<file path="config.mk">
export PLATFORM = sky130hd
export DESIGN_NAME = lu_sweep_sequencer
export DESIGN_NICKNAME = d
export VERILOG_FILES = /design/src/rtl/lu_sweep_sequencer.sv
export SDC_FILE = /design/constraint.sdc
export NUM_CORES = 1
export LEC_CHECK = 0
export CAP_MARGIN = 20
export CORE_MARGIN = 3
export CORE_UTILIZATION = 30
export CTS_CLUSTER_SIZE = 40
export DETAILED_ROUTE_END_ITERATION = 7
export GPL_TIMING_DRIVEN = 0
export HOLD_SLACK_MARGIN = 0.03
export PLACE_DENSITY = 0.63
export SETUP_SLACK_MARGIN = 0.2
export SLEW_MARGIN = 20
export SYNTH_ARGS = -nofsm -noshare
export SYNTH_HDL_FRONTEND = slang
export SYNTH_SLANG_ARGS = --single-unit
</file>
<file path="constraint.sdc">
create_clock -name clk -period 3.62 [get_ports clk]
set_input_delay 0.543 -clock clk [delete_from_list [all_inputs] [get_ports clk]]
set_output_delay 0.543 -clock clk [all_outputs]
set_load 0.01 [all_outputs]
</file>
<file path="src/rtl/lu_sweep_sequencer.sv">
// lu_sweep_sequencer: drives every {a,b,select} combo into a logic unit and captures its result.
// Define LU_SWEEP_CHECK_EN to add a golden-model compare with mismatch/err_count.
module lu_sweep_sequencer #(
  parameter int SETTLE = 1,
  parameter int OPS = 7
) (
  input  logic        clk,
  input  logic        reset,
  input  logic        start,
  input  logic        abort,
  input  logic        result,
  output logic        a,
  output logic        b,
  output logic [2:0]  select,
  output logic        busy,
  output logic        done,
  output logic [31:0] results,
  output logic [4:0]  count,
  output logic        mismatch,
  output logic [4:0]  err_count
);
  typedef enum logic [1:0] {IDLE, WAIT, CAP, DONE} state_t;
  localparam logic [2:0] LAST = 3'(OPS - 1);
  localparam logic [3:0] SET = 4'(SETTLE);
  localparam state_t HOLD = (SETTLE == 0) ? CAP : WAIT;
  state_t state, state_n;
  logic [3:0] cnt, cnt_n;
  logic [2:0] select_n;
  logic a_n, b_n, wrap, cap, go;
  assign wrap = select == LAST;
  assign cap = state == CAP && !abort;
  assign go = state == IDLE && state_n != IDLE;
  always_comb begin
    state_n = state;
    cnt_n = cnt;
    a_n = a;
    b_n = b;
    select_n = select;
    case (state)
      IDLE: if (start && !abort) begin
        state_n = HOLD;
        cnt_n = SET;
      end
      WAIT: if (cnt <= 4'd1) state_n = CAP; else cnt_n = cnt - 4'd1;
      CAP: begin
        state_n = (a && b && wrap) ? DONE : HOLD;
        cnt_n = SET;
        select_n = wrap ? 3'd0 : select + 3'd1;
        b_n = b ^ wrap;
        a_n = a ^ (wrap && b);
      end
      default: state_n = IDLE;
    endcase
    if (abort && state != IDLE) state_n = IDLE;
    if (state_n == IDLE || state_n == DONE) {a_n, b_n, select_n} = '0;
  end
  always_ff @(posedge clk) begin
    if (reset) begin
      state <= IDLE;
      cnt <= '0;
      a <= 1'b0;
      b <= 1'b0;
      select <= '0;
      busy <= 1'b0;
      done <= 1'b0;
      results <= '0;
      count <= '0;
    end else begin
      state <= state_n;
      cnt <= cnt_n;
      a <= a_n;
      b <= b_n;
      select <= select_n;
      busy <= state_n == WAIT || state_n == CAP;
      done <= state_n == DONE;
      if (go) begin
        results <= '0;
        count <= '0;
      end
      if (cap) begin
        results[{a, b, select}] <= result;
        count <= count + 5'(count != 5'd31);
      end
    end
  end
`ifdef LU_SWEEP_CHECK_EN
  logic [7:0] table_v;
  logic expected, miss;
  always_comb begin
    table_v = {1'b0, ~(a ^ ~b), a ^ ~b, ~(a | ~b), a | ~b, ~(a & ~b), a & ~b, ~a};
    expected = table_v[select];
  end
  assign miss = cap && result != expected;
  always_ff @(posedge clk) begin
    if (reset) begin
      mismatch <= 1'b0;
      err_count <= '0;
    end else begin
      mismatch <= miss;
      err_count <= go ? 5'd0 : err_count + 5'(miss && err_count != 5'd31);
    end
  end
`else
  assign mismatch = 1'b0;
  assign err_count = '0;
`endif
endmodule

</file>
==> Word level (Yosys, flattened, before mapping) <==
Cells that the tools add are included.
{ "totals": {"register_bits": 50, "input_bits": 5, "output_inout_bits": 50} }
{ "classes": {"addsub": 3, "magnitude_cmp": 3, "n_eq_ne": 9, "muxes": 17, "bitwise": 2, "n_reduce_logical": 19} }
{ "op_table": {"columns": ["op", "n"], "rows": [
  ["$mux 32", 3],
  ["$bwmux 32", 1],
  ["$pmux 4 s3", 1],
  ["$mux 5", 2],
  ["$logic_and 1x1->1", 8],
  ["$mux 2", 4],
  ["$mux 4", 2],
  ["$eq 2x2->1 const B", 3],
  ["$lt 5x6->1 const B", 1],
  ["$pmux 2 s3", 1],
  ["$reduce_bool 2->1", 3],
  ["$add 5x1->5", 1],
  ["$demux 1 s5", 1],
  ["$ge 5x1->1 const B", 1],
  ["$ne 5x5->1 const B", 1],
  ["$eq 2x1->1 const B", 2],
  ["$le 4x1->1 const B", 1],
  ["$logic_not 2->1", 2],
  ["$sub 4x1->4 const B", 1],
  ["$add 3x1->3 const B", 1],
  ["$eq 3x3->1 const B", 1],
  ["$mux 3", 1],
  ["$reduce_and 3->1", 1],
  ["$reduce_bool 3->1", 1],
  ["other kinds (7)", 9]
]} }

==> Longest topological paths before layout <==
Gate-level depths: netlist of the first run.
{ "logic_depth": {"word_depth": 11, "depth_mapped": 12, "depth_no_buf": 11} }

==> Worst setup path before layout of the first run <==
OpenSTA, ideal clock, no wires.
{ "synth_timing": {"kind": "register to register", "startpoint": "register select[1]", "endpoint": "register results[30]", "setup_time_ps": 126, "arrival_time_ps": 2055, "setup_slack_ps": 1439, "stages_incl_launch_ff": 12, "path_buffers": 2, "period_less_slack_ps": 2181, "cell_sequence": "dfxtp_1 buf_2 and3b_1 nand4_1 a21boi_1 or2_1 ha_1 nor3_2 nor2_2 buf_2 o211ai_1 o31ai_1"} }
{ "synth_between": {"elab_chain_cells": 11, "elab_cells_between_ends": 16, "classes_between": "order compare (2); eq/ne (1); mux (9); reduce/logical (4)"} }
{ "synth_rtl": {"columns": ["item", "line_no", "rtl"], "rows": [
  ["from (decl)", "14", "output logic [2:0] select,"],
  ["from (signal assigned)", "73", "select <= select_n;"],
  ["$eq 3x3->1", "30", "assign wrap = select == LAST;"],
  ["$logic_and 1x1->1", "46", "state_n = (a && b && wrap) ? DONE : HOLD;"],
  ["$mux 2", "46", null],
  ["$pmux 2 s3", "39", "case (state)"],
  ["$mux 2", "54", "if (abort && state != IDLE) state_n = IDLE;"],
  ["$reduce_bool 2->1", "32", "assign go = state == IDLE && state_n != IDLE;"],
  ["$logic_and 1x1->1", "32", null],
  ["$mux 32", "76", "if (go) begin"],
  ["$mux 32", "58", "if (reset) begin"],
  ["$bwmux 32", "81", "results[{a, b, select}] <= result;"],
  ["$mux 32 *", "80", "if (cap) begin"],
  ["to (signal, indexed assignment)", "81", null],
  ["to (decl)", "17", "output logic [31:0] results,"]
]} }
Every way passes the cells marked *; elsewhere a longest branch is shown, timed or not. The select of a mux whose other input is x is not followed.
A chain may end at the register's enable or synchronous reset.

==> Worst setup path after layout of the first run <==
{ "layout_timing": {"startpoint": "register select[1]", "endpoint": "register results[13]"} }
The elaborated chain is that of the path after synthesis.

==> results of run 1 <==
==> path summary, 6_finish.rpt <==
path,start,end,slack (ps),cells after the start
hold reg to reg,results[19]$_SDFF_PP0_,results[19]$_SDFF_PP0_,470,2
hold / removal,results[19]$_SDFF_PP0_,results[19]$_SDFF_PP0_,470,2
setup reg to reg,select[1]$_SDFFE_PP0N_,results[13]$_SDFF_PP0_,1100,11
setup / recovery,select[1]$_SDFFE_PP0N_,results[13]$_SDFF_PP0_,1100,11
==> cell usage in the layout (no fill, tap or decap), types with 2 or more instances in the layout <==
cell / Yosys / final
a21o_1: 2 / 2
a21oi_1: 6 / 6
a22oi_1: 3 / 3
and3_1: 2 / 2
buf_2: 7 / 7
buf_4: 7 / 7
clkbuf_1: 5 / 5
clkbuf_8: 0 / 5
clkdlybuf4s50_1: 0 / 48
conb_1: 1 / 6
dfxtp_1: 50 / 50
ha_1: 7 / 7
inv_1: 6 / 6
mux2i_1: 22 / 22
nand2_1: 45 / 45
nand2b_1: 5 / 5
nand3_1: 4 / 4
nand3b_1: 5 / 5
nand4_1: 2 / 2
nor2_1: 15 / 15
nor2b_1: 3 / 3
nor3_1: 6 / 6
nor3b_1: 3 / 3
o211ai_1: 12 / 12
o21ai_0: 2 / 2
o31ai_1: 12 / 12
xnor2_1: 2 / 2
xor2_1: 2 / 2
==> worst min-delay path, stage by stage (launching register included) <==
cell and delay (ps):
dfxtp_1 330, nand2_1 50, mux2i_1 50
==> metrics by stage <==
step	setup WS, ps	util, %	cells	total power, uW
after floorplan	1440	-	262	626
after global placement	1090	39.9	409	650
after detailed placement	1070	39.9	409	651
after CTS	1080	41.2	417	1010
after global routing	809	41.2	417	1040
final	1100	41.2	417	997
==> metal layers <==
metal  wire [um]  track usage (%)  part of all wire [%]  vias up
met5           0                0                     0        -
met4          95             5.05                   1.8        0
met3         353             3.85                   6.5        6
met2        2390             19.5                    44       49
met1        2560             15.8                    47      883
li1            -                -                     -     1000
==> logic make-up (layout without fill, tap and decap cells) <==
kind of cell | count (synthesis) | in the layout | synth area share (%)
AOI/OAI and AO/OA | 45 | 45 | 14.1
and+or+nand+nor | 102 | 102 | 22.2
adders and majority gates | 7 | 7 | 3.76
muxes | 22 | 22 | 9.44
DFF | 50 | 50 | 42.9
xor gates and xnor gates | 4 | 4 | 1.50
buffers and inverters | 26 | 82 | 6.01
other | 1 | 6 | 0.161
==> state kept, by name, summed over array words and instances, names as in the netlist <==
name	cells
a	1
b	1
busy	1
cnt	4
count	5
done	1
results	32
select	3
state	2
==> layout make-up <==
class	count	area [um^2]
plain buffers	20	118
clock buffers	5	68.8
clock inverters	3	28.8
fillers	724	4360
inverters	6	22.5
multi-input cells	186	1210
flip-flops and latches	50	1000
well taps	99	124
repair buffers	48	480
==> power groups by stage <==
stage / Combinational (uW) / Sequential (uW) / Clock, uW
floorplan: 54.5 / 572 / 0
global placement: 77.9 / 572 / 0
detailed placement: 78.8 / 572 / 0
CTS: 79.4 / 559 / 375
global route: 88.2 / 560 / 393
finish: 78.3 / 559 / 360
==> impl_metrics.json, run 1 <==
{
  "path_buf_inv": 2,
  "critPathMaxStageDelay_ps": 360,
  "worstPathCellList": "buf_2 -> and3b_1 -> nand4_1 -> a21boi_1 -> or2_1 -> ha_1 -> nor3_2 -> nor2_2 -> buf_2 -> o211ai_1 -> o31ai_1",
  "grt_pass1_wl_um": 8670,
  "synth_top_area_share_pct": 42.9,
  "area_growth_pct": 30.9,
  "cts_buffers": 5,
  "synth_top_cell_by_area": "dfxtp_1",
  "final_area_mm2": 0.00305,
  "synth_edf_count": 0,
  "postSynth.asyncResetShare_pct": 0,
  "drt_iter0_drc": 146,
  "netlist_area_mm2": 0.00233,
  "routed_wl_um": 5400,
  "setup_viol": 0,
  "drive_gt1_share_pct": 10.4,
  "required_ps": 3820,
  "cts_tree": "done",
  "drv_slew": 0,
  "yosys_warnings": 0,
  "layout.nets": 329,
  "grt_usage_pct": 12.4,
  "p_leak_uw": 0.00124,
  "dp.final_hpwl_um": 3890,
  "syn_avg_cell_area_um2": 9.07,
  "syn_inst": 257,
  "skew_ps": 14.0,
  "path_class": "flop to flop",
  "post_dp_cell_area_mm2": 0.00296,
  "vdd_drop_max_v": 0.000132,
  "hold_class": "flop to flop",
  "pwr-share-comb_pct": 7.9,
  "grt_pass1_vias": 1801,
  "drv_cap": 0,
  "ant_nets": 0,
  "start_util_pct": 31.5,
  "synth_top_cells_by_count": "dfxtp_1, nand2_1, mux2i_1",
  "core-area_mm2": 0.00741,
  "pwr-share-seq_pct": 56.1,
  "grt_max_degree": 19,
  "grt-ovfl-total": 0,
  "die_width_um": 94.2,
  "die_area_mm2": 0.00887,
  "num_vias": 1938,
  "cts_max_level": 2,
  "worst_setup_path_start_kind": "flop",
  "cp-end-kind": "flop",
  "path_delay_family": "simple AND/OR/NAND/NOR gates",
  "rsz0062_at_grt": "false",
  "clock_power_share_pct": 36.1,
  "power_switching_share_pct": 26.9,
  "synth_cell_types": 47,
  "cts_root_buffer": "clkbuf_8",
  "switching_power_uw": 268,
  "cp_common_cell": "buf_2",
  "post_cts.repair.setup_buffers": 0,
  "clkLatencyLatePin_ps": 320,
  "fin_crit_sh_pct": 69.7,
  "ys.flop_type": "dfxtp_1",
  "worst_path_max_delay_cell": "dfxtp_1",
  "place_congestion": 0.738,
  "clock.fmax_mhz": 396,
  "post_cts_resized": 0,
  "powerDensity_mw_per_mm2": 327,
  "yosysSeqAreaShare_pct": 42.9,
  "avgRoutedWirePerCell_um": 13.0,
  "cts_hold_buf": 0,
  "ys_top_cells_by_area": "dfxtp_1, mux2i_1, nand2_1",
  "die-height_um": 94.2,
  "final.setup.tns_ps": 0,
  "cts.sinks": 50,
  "cp.arrival_ps": 2720,
  "outcome": "finished clean",
  "path_clk_slew_ps": 110,
  "cts_max_path_buffers": 2,
  "io_pins": 55,
  "num_antenna_cells": 0,
  "internal_power_uw": 729,
  "worst_hold_slack_ps": 468,
  "fin_crit_ps": 2520,
  "hold_viol_final": 0,
  "drc": 0,
  "vias_per_cell": 4.65,
  "io_buffers": 48,
  "drt_pass1_iterations": 4,
  "crit_fanout": 10,
  "synth_seq_cells": 50,
  "rows": 31,
  "yosysMostFrequentCell": "dfxtp_1",
  "antenna_found_initial": 0
}
No activity file was read; power rests on OpenSTA's default activity.
==> run 2, diff against run 1 <==
Settings changed: PLACE_DENSITY 0.63 to 0.65.
Clock period 3.62 ns to 2.3 ns, I/O delays scaled along.
==> impl_metrics.json, run 2 (synthesis results as in run 1) <==
{
  "drt_iter0_drc": 81,
  "grt.met3_usage_pct": 3.21,
  "routed_wl_um": 5510,
  "total_power_uw": 1580,
  "worst_hold_slack_ps": 469,
  "cts_tree": "done",
  "pre_cts_ws_ps": -113,
  "num_vias": 1999,
  "drv_slew": 0,
  "cp.arrival_ps": 2300,
  "die_area_mm2": 0.00887,
  "clkLatencyLatePin_ps": 320,
  "place_congestion": 0.739,
  "path_clk_slew_ps": 100,
  "powerDensity_mw_per_mm2": 492,
  "final_common_cell": "clkdlybuf4s50_1",
  "outcome": "finished clean",
  "fin_crit_ps": 2100,
  "final_area_mm2": 0.00321,
  "internal_power_uw": 1160,
  "clock.fmax_mhz": 475,
  "post_dp_cell_area_mm2": 0.00300,
  "setup_viol": 0,
  "grt-ovfl-total": 0,
  "fin_util_pct": 43.4,
  "rsz0062_at_grt": "true",
  "p_leak_uw": 0.00130,
  "cts_root_buffer": "clkbuf_8",
  "power_switching_share_pct": 26.6,
  "worst_setup_path_start_kind": "flop",
  "ant_nets": 0,
  "dp.final_hpwl_um": 3900,
  "drive_gt1_share_pct": 17.1,
  "cts_max_level": 2,
  "biggestRegsByFlops": "results: 32 flops, count: 5 flops, cnt: 4 flops",
  "crit_fanout": 10,
  "pwr-share-seq_pct": 55.6,
  "cts.sinks": 50,
  "rows": 31,
  "drv_cap": 0,
  "drc": 0,
  "pwr-share-comb_pct": 10.0,
  "vias_per_cell": 4.68,
  "grt_use_met2_pct": 21.6,
  "top_register": "results",
  "grt_usage_pct": 13.0,
  "clock_power_share_pct": 34.4,
  "start_util_pct": 31.5,
  "grt_pass1_vias": 1892,
  "vdd_drop_max_v": 0.000195,
  "busiest_layer": "met2",
  "path_class": "flop to flop",
  "fin_crit_sh_pct": 91.5,
  "io_pins": 55,
  "largest_register_ffs": 32,
  "skew_ps": 11.3,
  "avgRoutedWirePerCell_um": 12.9,
  "cp-end-kind": "flop",
  "switching_power_uw": 420,
  "drt_pass1_iterations": 4,
  "cts_max_path_buffers": 2,
  "worst_slack_ps": 195,
  "antenna_found_initial": 0,
  "required_ps": 2490,
  "cts_buffers": 5,
  "die-height_um": 94.2,
  "grt_util_met1_pct": 16.1,
  "hold_viol_final": 0,
  "core-area_mm2": 0.00741,
  "grt_pass1_wl_um": 9070,
  "layout.nets": 339,
  "area_growth_pct": 37.8,
  "grt_max_degree": 18,
  "die_width_um": 94.2,
  "io_buffers": 48,
  "hold_class": "flop to flop",
  "num_antenna_cells": 0,
  "mostFrequentLayoutCells": "clkdlybuf4s50_1, nand2_1, dfxtp_1",
  "n_fill_cell": 741
}
[run 2: cell types whose count changed in the layout (fill, tap and decap cells not counted), moves of 2 or more]
cell | previous run | this run
buf_2 | 7 | 2
buf_6 | 1 | 7
dfxtp_2 | 0 | 3
dfxtp_1 | 50 | 45
buf_4 | 7 | 16
nor2_4 | 0 | 2
dfxtp_4 | 0 | 2
[run 2: layout make-up]
cell class                      instances  area, um^2  area share, %
Buffer                                 20         150           4.67
Inverter                                6        22.5          0.701
Timing Repair Buffer                   58         559           17.4
Multi-Input combinational cell        186        1250           38.9
Clock buffer                            5        68.8           2.14
Sequential cell                        50        1010           31.5
Clock inverter                          3        25.0          0.779
Tap cell                               99         124           3.86
[run 2: path summary, 6_finish.rpt]
kind              slack [ps]                      to  depth (start not counted)                   start
setup reg to reg         200  results[30]$_SDFF_PP0_                         11  select[0]$_SDFFE_PP0N_
hold / removal           470  results[27]$_SDFF_PP0_                          2  results[27]$_SDFF_PP0_
hold reg to reg          470  results[27]$_SDFF_PP0_                          2  results[27]$_SDFF_PP0_
setup / recovery         200  results[30]$_SDFF_PP0_                         11  select[0]$_SDFFE_PP0N_
[run 2: power groups by stage]
| stage | Clock, uW | Combinational [uW] | Sequential [uW] |
|---|---|---|---|
| 6_report | 544 | 158 | 879 |
| 4_1_cts | 558 | 152 | 879 |
| 3_3_place_gp | 0 | 132 | 901 |
| 5_1_grt | 596 | 175 | 881 |
| 3_5_place_dp | 0 | 133 | 901 |
| 2_1_floorplan | 0 | 94.7 | 900 |
[run 2: layer usage]
| metal | wire length (um) | vias up |
|---|---|---|
| met2 | 2620 | 46 |
| met4 | 95 | 0 |
| met5 | 0 | - |
| met1 | 2540 | 927 |
| li1 | - | 1020 |
| met3 | 260 | 6 |
[run 2: timing repair]
| item | CTS | global route |
|---|---|---|
| buffers inserted | 9 | 0 |
| gates resized for setup | 9 | 7 |
| cloned | 1 | 0 |
| hold buffers | 0 | 0 |
| pin swaps | 3 | 0 |
| endpoints found under the setup margin | 39 | 39 |
[run 2: per-stage QoR]
stage | setup TNS (ps) | std cells
after detailed placement | -2130 | 409
after floorplan | 0 | 262
after global placement | -2110 | 409
final | 0 | 427
after global routing | 0 | 427
after CTS | 0 | 427
[run 2: critical path: stages (launching register included)]
cell,delay [ps]
dfxtp_2,330
buf_6,110
and3b_2,230
nand4_1,140
a21boi_2,200
or2_1,210
ha_2,180
nor3_4,160
nor2_4,90
buf_6,160
o211ai_1,90
o31ai_1,90
